File: src/rtl/mempool_pkg.sv
// ============================================================================
// Module : mempool_pkg
// Brief  : Shared TCDM types, AMO encoding and LR/SC reservation record.
// Rev    : 1.0
// ============================================================================
`default_nettype none

package mempool_pkg;

    localparam int unsigned NumBanksPerTile  = 16;
    localparam int unsigned TCDMAddrMemWidth = 8;

    function automatic int unsigned idx_width(input int unsigned num_idx);
        return (num_idx > 32'd1) ? unsigned'($clog2(num_idx)) : 32'd1;
    endfunction

    localparam int unsigned TileAddrWidth = TCDMAddrMemWidth + idx_width(NumBanksPerTile);

    typedef logic [TileAddrWidth-1:0]    tile_addr_t;
    typedef logic [TCDMAddrMemWidth-1:0] bank_row_t;
    typedef logic [5:0]                  meta_id_t;
    typedef logic [3:0]                  core_id_t;
    typedef logic [3:0]                  ini_addr_t;
    typedef logic [3:0]                  strb_t;

    // Codes 0xC..0xF are unnamed and decode as AMO_NONE.
    typedef enum logic [3:0] {
        AMO_NONE = 4'h0,
        AMO_SWAP = 4'h1,
        AMO_ADD  = 4'h2,
        AMO_AND  = 4'h3,
        AMO_OR   = 4'h4,
        AMO_XOR  = 4'h5,
        AMO_MAX  = 4'h6,
        AMO_MAXU = 4'h7,
        AMO_MIN  = 4'h8,
        AMO_MINU = 4'h9,
        AMO_LR   = 4'hA,
        AMO_SC   = 4'hB
    } amo_t;

    typedef struct packed {
        meta_id_t    meta_id;
        core_id_t    core_id;
        amo_t        amo;
        logic [31:0] data;
    } tcdm_payload_t;

    typedef struct packed {
        tcdm_payload_t wdata;
        logic          wen;
        strb_t         be;
        tile_addr_t    tgt_addr;
        ini_addr_t     ini_addr;
    } tcdm_slave_req_t;

    typedef struct packed {
        tcdm_payload_t rdata;
        ini_addr_t     ini_addr;
    } tcdm_slave_resp_t;

    typedef struct packed {
        logic      valid;
        bank_row_t row;
        ini_addr_t ini_addr;
        core_id_t  core_id;
    } amo_resv_t;

endpackage

`default_nettype wire

File: src/rtl/tcdm_amo_alu.sv
// ============================================================================
// Module : tcdm_amo_alu
// Brief  : Combinational read-modify-write function for TCDM atomics.
// Rev    : 1.0
// ============================================================================
`default_nettype none

module tcdm_amo_alu
    import mempool_pkg::*;
(
    input  amo_t        op,
    input  logic [31:0] old,
    input  logic [31:0] operand,
    output logic [31:0] result
);

    always_comb begin
        result = old;
        case (op)
            AMO_SWAP: result = operand;
            AMO_ADD:  result = old + operand;
            AMO_AND:  result = old & operand;
            AMO_OR:   result = old | operand;
            AMO_XOR:  result = old ^ operand;
            AMO_MAX:  result = ($signed(old) > $signed(operand)) ? old : operand;
            AMO_MAXU: result = (old > operand) ? old : operand;
            AMO_MIN:  result = ($signed(old) < $signed(operand)) ? old : operand;
            AMO_MINU: result = (old < operand) ? old : operand;
            default:  result = old;
        endcase
    end

endmodule

`default_nettype wire

File: src/rtl/tcdm_amo_shim.sv
// ============================================================================
// Module : tcdm_amo_shim
// Brief  : Single-outstanding TCDM bank front end with atomics; LR/SC
//          reservation enabled by defining TCDM_AMO_LRSC_EN.
// Rev    : 1.0
// ============================================================================
`default_nettype none

module tcdm_amo_shim
    import mempool_pkg::*;
#(
    parameter int unsigned BankRowWidth = TCDMAddrMemWidth,
    parameter int unsigned BankSelWidth = idx_width(NumBanksPerTile)
) (
    input  logic                    clk_i,
    input  logic                    rst_i,
    input  logic                    in_valid_i,
    output logic                    in_ready_o,
    input  tcdm_slave_req_t         in_req_i,
    output logic                    out_valid_o,
    input  logic                    out_ready_i,
    output tcdm_slave_resp_t        out_resp_o,
    output logic                    bank_req_o,
    output logic                    bank_we_o,
    output logic [BankRowWidth-1:0] bank_addr_o,
    output logic [31:0]             bank_wdata_o,
    output logic [3:0]              bank_be_o,
    input  logic [31:0]             bank_rdata_i
);

    typedef enum logic [1:0] {
        IDLE      = 2'd0,
        AMO_RD    = 2'd1,
        RESP_HOLD = 2'd2
    } state_t;

    state_t                  r_state, w_state_next;
    logic                    r_out_valid, r_data_live;
    tcdm_slave_resp_t        r_resp;
    amo_t                    r_pend_op;
    logic [BankRowWidth-1:0] r_pend_row;
    logic [31:0]             r_pend_operand;
    meta_id_t                r_pend_meta;
    core_id_t                r_pend_core;
    ini_addr_t               r_pend_ini;

    logic [BankRowWidth-1:0] w_row;
    logic [31:0]             w_alu_result;
    logic w_resp_free, w_accept, w_is_amo, w_is_lr, w_is_sc, w_is_load, w_is_store, w_sc_ok;

    assign w_row       = BankRowWidth'(in_req_i.tgt_addr >> BankSelWidth);
    assign w_resp_free = !r_out_valid || out_ready_i;
    assign in_ready_o  = !rst_i && (r_state == IDLE) && w_resp_free;
    assign w_accept    = in_valid_i && in_ready_o;

    assign w_is_amo   = (in_req_i.wdata.amo >= AMO_SWAP) && (in_req_i.wdata.amo <= AMO_MINU);
    assign w_is_lr    = (in_req_i.wdata.amo == AMO_LR);
    assign w_is_sc    = (in_req_i.wdata.amo == AMO_SC);
    assign w_is_load  = !w_is_amo && !w_is_sc && (w_is_lr || !in_req_i.wen);
    assign w_is_store = !w_is_amo && !w_is_sc && !w_is_lr && in_req_i.wen;

`ifdef TCDM_AMO_LRSC_EN
    amo_resv_t r_resv;

    assign w_sc_ok = r_resv.valid
                  && (r_resv.row == bank_row_t'(w_row))
                  && (r_resv.ini_addr == in_req_i.ini_addr)
                  && (r_resv.core_id == in_req_i.wdata.core_id);

    always_ff @(posedge clk_i or posedge rst_i) begin
        if (rst_i) begin
            r_resv <= '0;
        end else begin
            if ((r_state == AMO_RD) && (r_resv.row == bank_row_t'(r_pend_row))) begin
                r_resv.valid <= 1'b0;
            end
            if (w_accept) begin
                if ((w_is_store && (r_resv.row == bank_row_t'(w_row))) || w_is_sc) begin
                    r_resv.valid <= 1'b0;
                end
                if (w_is_lr) begin
                    r_resv <= '{valid: 1'b1, row: bank_row_t'(w_row),
                                ini_addr: in_req_i.ini_addr, core_id: in_req_i.wdata.core_id};
                end
            end
        end
    end
`else
    assign w_sc_ok = 1'b0;
`endif

    tcdm_amo_alu u_alu (
        .op      (r_pend_op),
        .old     (bank_rdata_i),
        .operand (r_pend_operand),
        .result  (w_alu_result)
    );

    always_comb begin
        w_state_next = r_state;
        bank_req_o   = 1'b0;
        bank_we_o    = 1'b0;
        bank_addr_o  = '0;
        bank_wdata_o = '0;
        bank_be_o    = '0;
        case (r_state)
            IDLE: begin
                if (!w_resp_free) begin
                    w_state_next = RESP_HOLD;
                end else if (in_valid_i) begin
                    if (w_is_amo) begin
                        bank_req_o   = 1'b1;
                        bank_addr_o  = w_row;
                        bank_be_o    = 4'hF;
                        w_state_next = AMO_RD;
                    end else if (w_is_load || w_is_store || w_sc_ok) begin
                        bank_req_o   = 1'b1;
                        bank_we_o    = !w_is_load;
                        bank_addr_o  = w_row;
                        bank_wdata_o = w_is_load ? 32'd0 : in_req_i.wdata.data;
                        bank_be_o    = in_req_i.be;
                    end
                end
            end
            AMO_RD: begin
                bank_req_o   = 1'b1;
                bank_we_o    = 1'b1;
                bank_addr_o  = r_pend_row;
                bank_wdata_o = w_alu_result;
                bank_be_o    = 4'hF;
                w_state_next = IDLE;
            end
            RESP_HOLD: begin
                if (out_ready_i) begin
                    w_state_next = IDLE;
                end
            end
            default: w_state_next = IDLE;
        endcase
        // An asserted reset must silence the bank even before the next edge.
        if (rst_i) begin
            bank_req_o   = 1'b0;
            bank_we_o    = 1'b0;
            bank_addr_o  = '0;
            bank_wdata_o = '0;
            bank_be_o    = '0;
        end
    end

    always_ff @(posedge clk_i or posedge rst_i) begin
        if (rst_i) begin
            r_state        <= IDLE;
            r_out_valid    <= 1'b0;
            r_data_live    <= 1'b0;
            r_resp         <= '0;
            r_pend_op      <= AMO_NONE;
            r_pend_row     <= '0;
            r_pend_operand <= '0;
            r_pend_meta    <= '0;
            r_pend_core    <= '0;
            r_pend_ini     <= '0;
        end else begin
            r_state <= w_state_next;
            // Load data is only on the bank port for one cycle; latch it for hold.
            if (r_data_live) begin
                r_resp.rdata.data <= bank_rdata_i;
                r_data_live       <= 1'b0;
            end
            if (r_out_valid && out_ready_i) begin
                r_out_valid <= 1'b0;
            end
            if (w_accept && w_is_amo) begin
                r_pend_op      <= in_req_i.wdata.amo;
                r_pend_row     <= w_row;
                r_pend_operand <= in_req_i.wdata.data;
                r_pend_meta    <= in_req_i.wdata.meta_id;
                r_pend_core    <= in_req_i.wdata.core_id;
                r_pend_ini     <= in_req_i.ini_addr;
            end
            if (w_accept && (w_is_load || w_is_sc)) begin
                r_out_valid          <= 1'b1;
                r_data_live          <= w_is_load;
                r_resp.ini_addr      <= in_req_i.ini_addr;
                r_resp.rdata.meta_id <= in_req_i.wdata.meta_id;
                r_resp.rdata.core_id <= in_req_i.wdata.core_id;
                r_resp.rdata.amo     <= in_req_i.wdata.amo;
                r_resp.rdata.data    <= w_is_load ? 32'd0 : {31'd0, !w_sc_ok};
            end
            if (r_state == AMO_RD) begin
                r_out_valid          <= 1'b1;
                r_data_live          <= 1'b0;
                r_resp.ini_addr      <= r_pend_ini;
                r_resp.rdata.meta_id <= r_pend_meta;
                r_resp.rdata.core_id <= r_pend_core;
                r_resp.rdata.amo     <= r_pend_op;
                r_resp.rdata.data    <= bank_rdata_i;
            end
        end
    end

    always_comb begin
        out_resp_o = r_resp;
        if (r_data_live) begin
            out_resp_o.rdata.data = bank_rdata_i;
        end
    end

    assign out_valid_o = r_out_valid;

endmodule

`default_nettype wire

File: config.mk
export PLATFORM = sky130hd
export DESIGN_NAME = tcdm_amo_shim
export DESIGN_NICKNAME = d
export VERILOG_FILES = /design/src/rtl/mempool_pkg.sv /design/src/rtl/tcdm_amo_alu.sv /design/src/rtl/tcdm_amo_shim.sv
export SDC_FILE = /design/constraint.sdc
export NUM_CORES = 1
export LEC_CHECK = 0
export ABC_AREA = 1
export CORE_UTILIZATION = 56
export CTS_CLUSTER_DIAMETER = 200
export DETAILED_ROUTE_END_ITERATION = 8
export PLACE_DENSITY = 0.83
export SYNTH_ARGS = -nofsm -noshare
export SYNTH_HDL_FRONTEND = slang
export SYNTH_SLANG_ARGS = --single-unit
File: constraint.sdc
create_clock -name clk_i -period 5.02 [get_ports clk_i]
set_input_delay 0.502 -clock clk_i [delete_from_list [all_inputs] [get_ports clk_i]]
set_output_delay 0.502 -clock clk_i [all_outputs]
set_load 0.05 [all_outputs]
==> impl_metrics.yaml, run 1 <==
outcome:
  run_status: "finished, final reports clean"
critical_path:
  crit_buf_inv: 6
  cpMaxStageDelayCell: "clkdlybuf4s50_1"
  cp-start-kind: "input pin"
  slowest_delay_ns: 0.62
  path_cells: "clkdlybuf4s50_1 -> inv_1 -> ha_1 -> inv_1 -> nand3_1 -> nor2_1 -> and3_1 -> nand2_2 -> nand2_2 -> nand2_2 -> nand2_2 -> buf_4 -> buf_4 -> nand3_1 -> nand3_1 -> nand4_1 -> nand2_1 -> a21oi_1 -> buf_12"
  crit_required_ns: 4.52
  setup.worst_path.end_class: "output pin"
  path_common_cell: "nand2_2"
  cp_top_family: "buffers and inverters"
  cp_data_arrival_time_ns: 4.23
  crit_type: "input pin to output pin"
  cp_max_fo: 19
synth:
  synth-seq-cells: 112
  synth_common_cells: "497 x nand2_1, 249 x nand3_1, 211 x inv_1"
  synth_xor_xnor_area_share: 0.000721
  synthAdderAreaFrac: 0.100
  yosys_warnings: 0
  synth_simple_gate_area_frac: 0.338
  synth_area_leaders: "dfrtp_1 23%, nand2_1 15%, nand3_1 10%"
  yosysTopAreaCellShare: 0.231
  synth_edf_count: 0
  synth_cell_types: 41
  yosys.area.top_type: "dfrtp_1"
  synth_compound_area_frac: 0.207
  syn-cell-area_sq_um: 12200
  async_reset_ff_frac: 1.00
  synth_top_family_by_area: "simple AND/OR/NAND/NOR gates"
  postSynthCellCount: 1982
  synth_flop_cell: "dfrtp_1"
  synth.most_common_cell: "nand2_1"
  synth_nets: 2182
  synthMuxAreaShare: 0.00741
  avgSynthCellArea_sq_um: 6.13
  yosysSeqAreaShare: 0.231
place:
  port-buffer-count: 196
  dp_cells: 2380
  dp_hpwl_mm: 31.8
  dpl-instance-area_sq_um: 14700
  place.gp.congestion: 1.04
cells_and_area:
  postLayoutCoreUtil: 0.710
  nets: 2316
  antenna_cells: 0
  area_growth_pct: 23.6
  n_fill_cell: 1788
  final_area_sq_um: 15000
  regArea_sq_um: 2800
  drive_gt1_frac: 0.0651
  layout.cells.non_filler: 2396
  multi_input_area_sq_um: 7990
sta:
  fmaxAchievable_mhz: 211
  hold_viol_final: 0
  drv_slew: 0
  max-slew-margin-rel: 0.187
  period_needed_ns: 4.73
  fin_setup_tns_ns: 0
  fin_crit_sh: 0.943
  rsz0062_at_grt: "false"
  whs_ns: 0.497
  finClkSkew_ns: 0.0125
  finalSetupViolCount: 0
  worst_pin_slew_ns: 1.22
clock_network:
  cts_buffers: 9
  ctsHoldBuffers: 0
  clk_path_buf_depth: 2
  clock_latency_ns: 0.38
  clkSinkCount: 112
  cts_setup_buffers: 0
  cts_root_buffer: "clkbuf_16"
  clkTransAtPathRegs_ns: 0.10
  htree_levels: 3
  cts_tree: "done"
  cts_resized: 0
global_route:
  grt_overflow_total: 0
  grt_pass1_wl_mm: 71.5
  grt_pass1_vias: 13793
  grt_usage: 0.407
  antenna_found_initial: 0
  grt_max_degree: 82
die:
  core.rowCount: 53
  core-area_sq_um: 21200
  fp.dieW_um: 149
  die-area_sq_um: 22300
  start_util: 0.574
  ios: 201
  die_y_um: 149
routing:
  avgViaCountPerCell: 6.14
  drtIter0Drc: 1403
  ant_nets: 0
  drc_errors: 0
  dr.pass1.iters: 6
  wl_mm: 45.2
  routedWlPerCell_um: 18.8
  num_vias: 14710
power_and_ir_drop:
  powerDensity_nw_per_um2: 584
  peakVddDrop_v: 0.000433
  power.leakage_nw: 7.14
worst_hold_path:
  hp-class: "flop to flop"
run:
  maxCapViolations: 0
-- layout by cell type, fill, tap and decap left out, types with 3 or more instances in the layout --
cell / instances
a211oi_1: 26
a21o_1: 4
a21oi_1: 143
a22oi_1: 8
a31oi_1: 3
buf_12: 35
buf_4: 56
clkbuf_16: 9
clkdlybuf4s50_1: 163
clkinv_8: 3
dfrtp_1: 112
ha_1: 96
inv_1: 210
mux2_2: 8
nand2_1: 496
nand2_2: 5
nand3_1: 249
nand3b_1: 3
nand4_1: 20
nor2_1: 180
nor3_1: 7
nor3_2: 3
nor4_1: 4
o211ai_1: 34
o21a_1: 3
o21ai_0: 172
o221ai_1: 23
o22ai_1: 11
or2_2: 5
-- worst register-to-register path: stages (launching register included) --
cell and delay [ns]:
dfrtp_1 0.43, nor2_4 0.53, buf_4 0.56, nor2_4 0.26
buf_4 0.30, nand2_1 0.12, o21ai_0 0.09
-- layout make-up --
type | instances | share of cell area
Multi-Input combinational cell | 1524 | 0.532
Sequential cell | 112 | 0.187
Timing Repair Buffer | 255 | 0.184
Inverter | 214 | 0.0536
Tap cell | 275 | 0.0229
Clock buffer | 9 | 0.0150
Clock inverter | 7 | 0.00658
-- per-layer routing --
layer  GRT usage  part of all wire  up-vias  routed length (um)
met1       0.536              0.41     6822               18300
met5           0                 0        -                   0
met2       0.652              0.46      886               20600
met4       0.173             0.033        0                1490
met3      0.0746              0.11      152                4760
li1            -                 -     6850                   -
-- stage by stage --
stage	total power, mW	setup slack [ns]
after floorplan	5.87	1.15
after global placement	7.64	0.439
after detailed placement	7.76	0.393
after CTS	8.62	0.369
after global routing	9.39	0.0174
final	8.77	0.287
-- report_power, final --
part	total [mW]	switching, mW	internal [mW]	leakage (nW)
combinational	6.40	4.30	2.10	5.64
sequential	1.54	0.248	1.29	1.35
clock	0.832	0.462	0.370	0.155
total	8.77	5.01	3.75	7.14
-- worst paths after layout --
| kind | start | to | slack, ns | cells past startpoint |
|---|---|---|---|---|
| worst max-delay path | bank_rdata_i[28] | bank_wdata_o[10] | 0.29 | 19 |
| worst min-delay path | r_pend_meta[1]$_DFFE_PP0P_ | r_pend_meta[1]$_DFFE_PP0P_ | 0.50 | 2 |
| worst max register to register | r_state[1]$_DFFE_PP0P_ | r_resp[14]$_DFF_PP0_ | 2.59 | 6 |
| worst min register to register | r_pend_meta[1]$_DFFE_PP0P_ | r_pend_meta[1]$_DFFE_PP0P_ | 0.50 | 2 |
| max in group asynchronous | rst_i | r_pend_operand[17]$_DFFE_PP0P_ | 3.21 | 3 |
| min in group asynchronous | rst_i | r_resp[5]$_DFF_PP0_ | 0.88 | 2 |
-- logic make-up after synthesis --
family	count (synthesis)
adders and majority gates	97
xor gates and xnor gates	1
and+or+nand+nor	980
buffers and inverters	346
DFF	112
muxes	8
AOI/OAI and AO/OA	438
-- registers in the layout (all words and copies together), names as in the netlist --
| register | cells |
|---|---|
| out_valid_o | 1 |
| r_resp | 32 |
| r_pend_core | 4 |
| r_data_live | 1 |
| r_pend_op | 4 |
| r_state | 2 |
| r_pend_meta | 6 |
| out_resp_o | 18 |
| r_pend_row | 8 |
| r_pend_operand | 32 |
| r_pend_ini | 4 |
(Power assumes the default switching activity.)
==> run 2, diff against run 1 <==
--- a/config.mk
+++ b/config.mk
@@ -6,6 +6,7 @@
 export NUM_CORES = 1
 export LEC_CHECK = 0
 export ABC_AREA = 1
+export CORE_ASPECT_RATIO = 0.75
 export CORE_UTILIZATION = 56
 export CTS_CLUSTER_DIAMETER = 200
 export DETAILED_ROUTE_END_ITERATION = 8
==> run 2 against run 1 <==
Clock power is 2% lower. Sequential cell count stayed put. Fmax is 0.46% lower. Global-route usage is 0.84 points lower. Power is 0.32% lower. Critical path type unchanged. Largest power group unchanged. Highest routed layer unchanged.
==> impl_metrics.yaml, run 2 (synthesis gave the netlist of run 1 again) <==
cells_and_area:
  nets: 2322
  regArea_sq_um: 2800
  final_common_cell: "nand2_1"
  layout_common_cells: "496 x nand2_1, 249 x nand3_1, 210 x inv_1"
  multi_input_area_sq_um: 8000
  area_growth_pct: 24.0
  layout.cells.non_filler: 2415
  drive_gt1_frac: 0.0686
  antenna_cells: 0
  n_fill_cell: 1821
die:
  core-area_sq_um: 21200
  die-area_sq_um: 22300
  core.rowCount: 46
  ios: 201
  fp.dieW_um: 172
  start_util: 0.574
  die_y_um: 130
clock_network:
  cts_tree: "done"
  clock_latency_ns: 0.38
  clk_path_buf_depth: 2
  htree_levels: 3
  clkTransAtPathRegs_ns: 0.10
  clkSinkCount: 112
  ctsHoldBuffers: 0
  cts_root_buffer: "clkbuf_16"
  cts_buffers: 9
routing:
  drc_errors: 0
  routedWlPerCell_um: 18.5
  avgViaCountPerCell: 6.08
  num_vias: 14681
  ant_nets: 0
  dr.pass1.iters: 6
  wl_mm: 44.8
  drtIter0Drc: 1802
place:
  post-place-ws_ns: 0.239
  dp_hpwl_mm: 31.9
  dp_cells: 2399
  port-buffer-count: 196
  place.gp.congestion: 1.04
critical_path:
  cp_data_arrival_time_ns: 4.25
  cp-start-kind: "input pin"
  cp_max_fo: 11
  setup.worst_path.end_class: "output pin"
  crit_type: "input pin to output pin"
  crit_required_ns: 4.52
power_and_ir_drop:
  clockPowerShare: 0.093
  powerDensity_nw_per_um2: 580
  power.leakage_nw: 7.16
  p_switching_mw: 5.01
  swShare: 0.573
  intPower_mw: 3.73
  seq_power_share: 0.176
  p_total_mw: 8.74
  pwr-share-comb: 0.730
  peakVddDrop_v: 0.000385
global_route:
  grt_pass1_wl_mm: 69.8
  grt_pass1_vias: 13228
  grt_usage: 0.399
  grt_max_degree: 109
  antenna_found_initial: 0
  grt_overflow_total: 0
sta:
  fin_setup_tns_ns: 0
  drv_slew: 0
  fin_crit_sh: 0.947
  max-slew-margin-rel: 0.206
  worst_pin_slew_ns: 1.19
  fmaxAchievable_mhz: 210
  hold_viol_final: 0
  finalSetupViolCount: 0
  fin_ws_ns: 0.265
  finClkSkew_ns: 0.0175
  rsz0062_at_grt: "false"
  period_needed_ns: 4.76
worst_hold_path:
  hp-class: "flop to flop"
outcome:
  run_status: "finished, final reports clean"
run:
  maxCapViolations: 0
==> run 2: stage by stage <==
stage	hold WS, ns	area [sq um]	util
after floorplan	0.453	12200	-
after global placement	0.468	14700	0.696
after detailed placement	0.477	14700	0.696
after CTS	0.498	15100	0.711
after global routing	0.518	15100	0.712
final	0.495	15100	0.712
==> run 2: cell type report <==
class	count	area share
clock inverter	7	0.00639
multi-input combinational	1524	0.531
inverter	214	0.0535
tap	288	0.0239
clock buffer	9	0.0149
timing repair buffer	261	0.185
sequential	112	0.186
==> run 2: what timing repair did <==
| action | in CTS | in global routing |
|---|---|---|
| endpoints found under the setup margin | 0 | 29 |
| resized for setup | 0 | 4 |
| setup buffers | 0 | 0 |
| endpoints found under the hold margin | 0 | 0 |
==> run 2: power by group through the flow <==
stage	logic, mW	clock network, mW	registers, mW
6_report	6.38	0.817	1.54
5_1_grt	6.91	0.847	1.58
4_1_cts	6.24	0.820	1.53
3_5_place_dp	6.20	0	1.54
3_3_place_gp	6.07	0	1.52
2_1_floorplan	4.39	0	1.48
==> run 2: worst max-delay path, cell delays in order <==
cell,delay (ns)
clkdlybuf4s50_1,0.57
inv_1,0.17
ha_2,0.38
nor2_1,0.14
nand3_1,0.14
nor2_2,0.21
and3_1,0.25
nand2_2,0.18
nand2_2,0.19
nand2_2,0.15
nand2_2,0.13
nand2_2,0.20
buf_4,0.27
nand2_1,0.07
nand3_1,0.07
nand4_1,0.11
nand2_1,0.07
a21oi_1,0.24
buf_12,0.18
==> run 2: layer usage <==
metal,global-route usage,vias to the layer above,share of wire
li1,-,6863,-
met2,0.622,918,0.44
met3,0.0736,107,0.10
met5,0,-,0
met1,0.556,6793,0.43
met4,0.125,0,0.025
==> run 2: path summary, 6_finish.rpt <==
check,slack (ns),cells after the start,to,startpoint
setup / recovery,0.26,19,bank_wdata_o[18],bank_rdata_i[26]
hold / removal,0.49,2,r_pend_meta[4]$_DFFE_PP0P_,r_pend_meta[4]$_DFFE_PP0P_
setup reg to reg,2.49,7,out_resp_o[38]$_DFFE_PP0P_,r_state[1]$_DFFE_PP0P_
hold reg to reg,0.49,2,r_pend_meta[4]$_DFFE_PP0P_,r_pend_meta[4]$_DFFE_PP0P_
max in group asynchronous,2.98,3,r_pend_meta[5]$_DFFE_PP0P_,rst_i
min in group asynchronous,0.95,2,r_data_live$_DFF_PP0_,rst_i
==> run 3, diff against run 2 <==
--- a/config.mk
+++ b/config.mk
@@ -6,6 +6,7 @@
 export NUM_CORES = 1
 export LEC_CHECK = 0
 export ABC_AREA = 1
+export CAP_MARGIN = 0
 export CORE_ASPECT_RATIO = 0.75
 export CORE_UTILIZATION = 56
 export CTS_CLUSTER_DIAMETER = 200
==> results of run 3 <==
The final DEF is identical to that of run 2; final timing and power are the same.
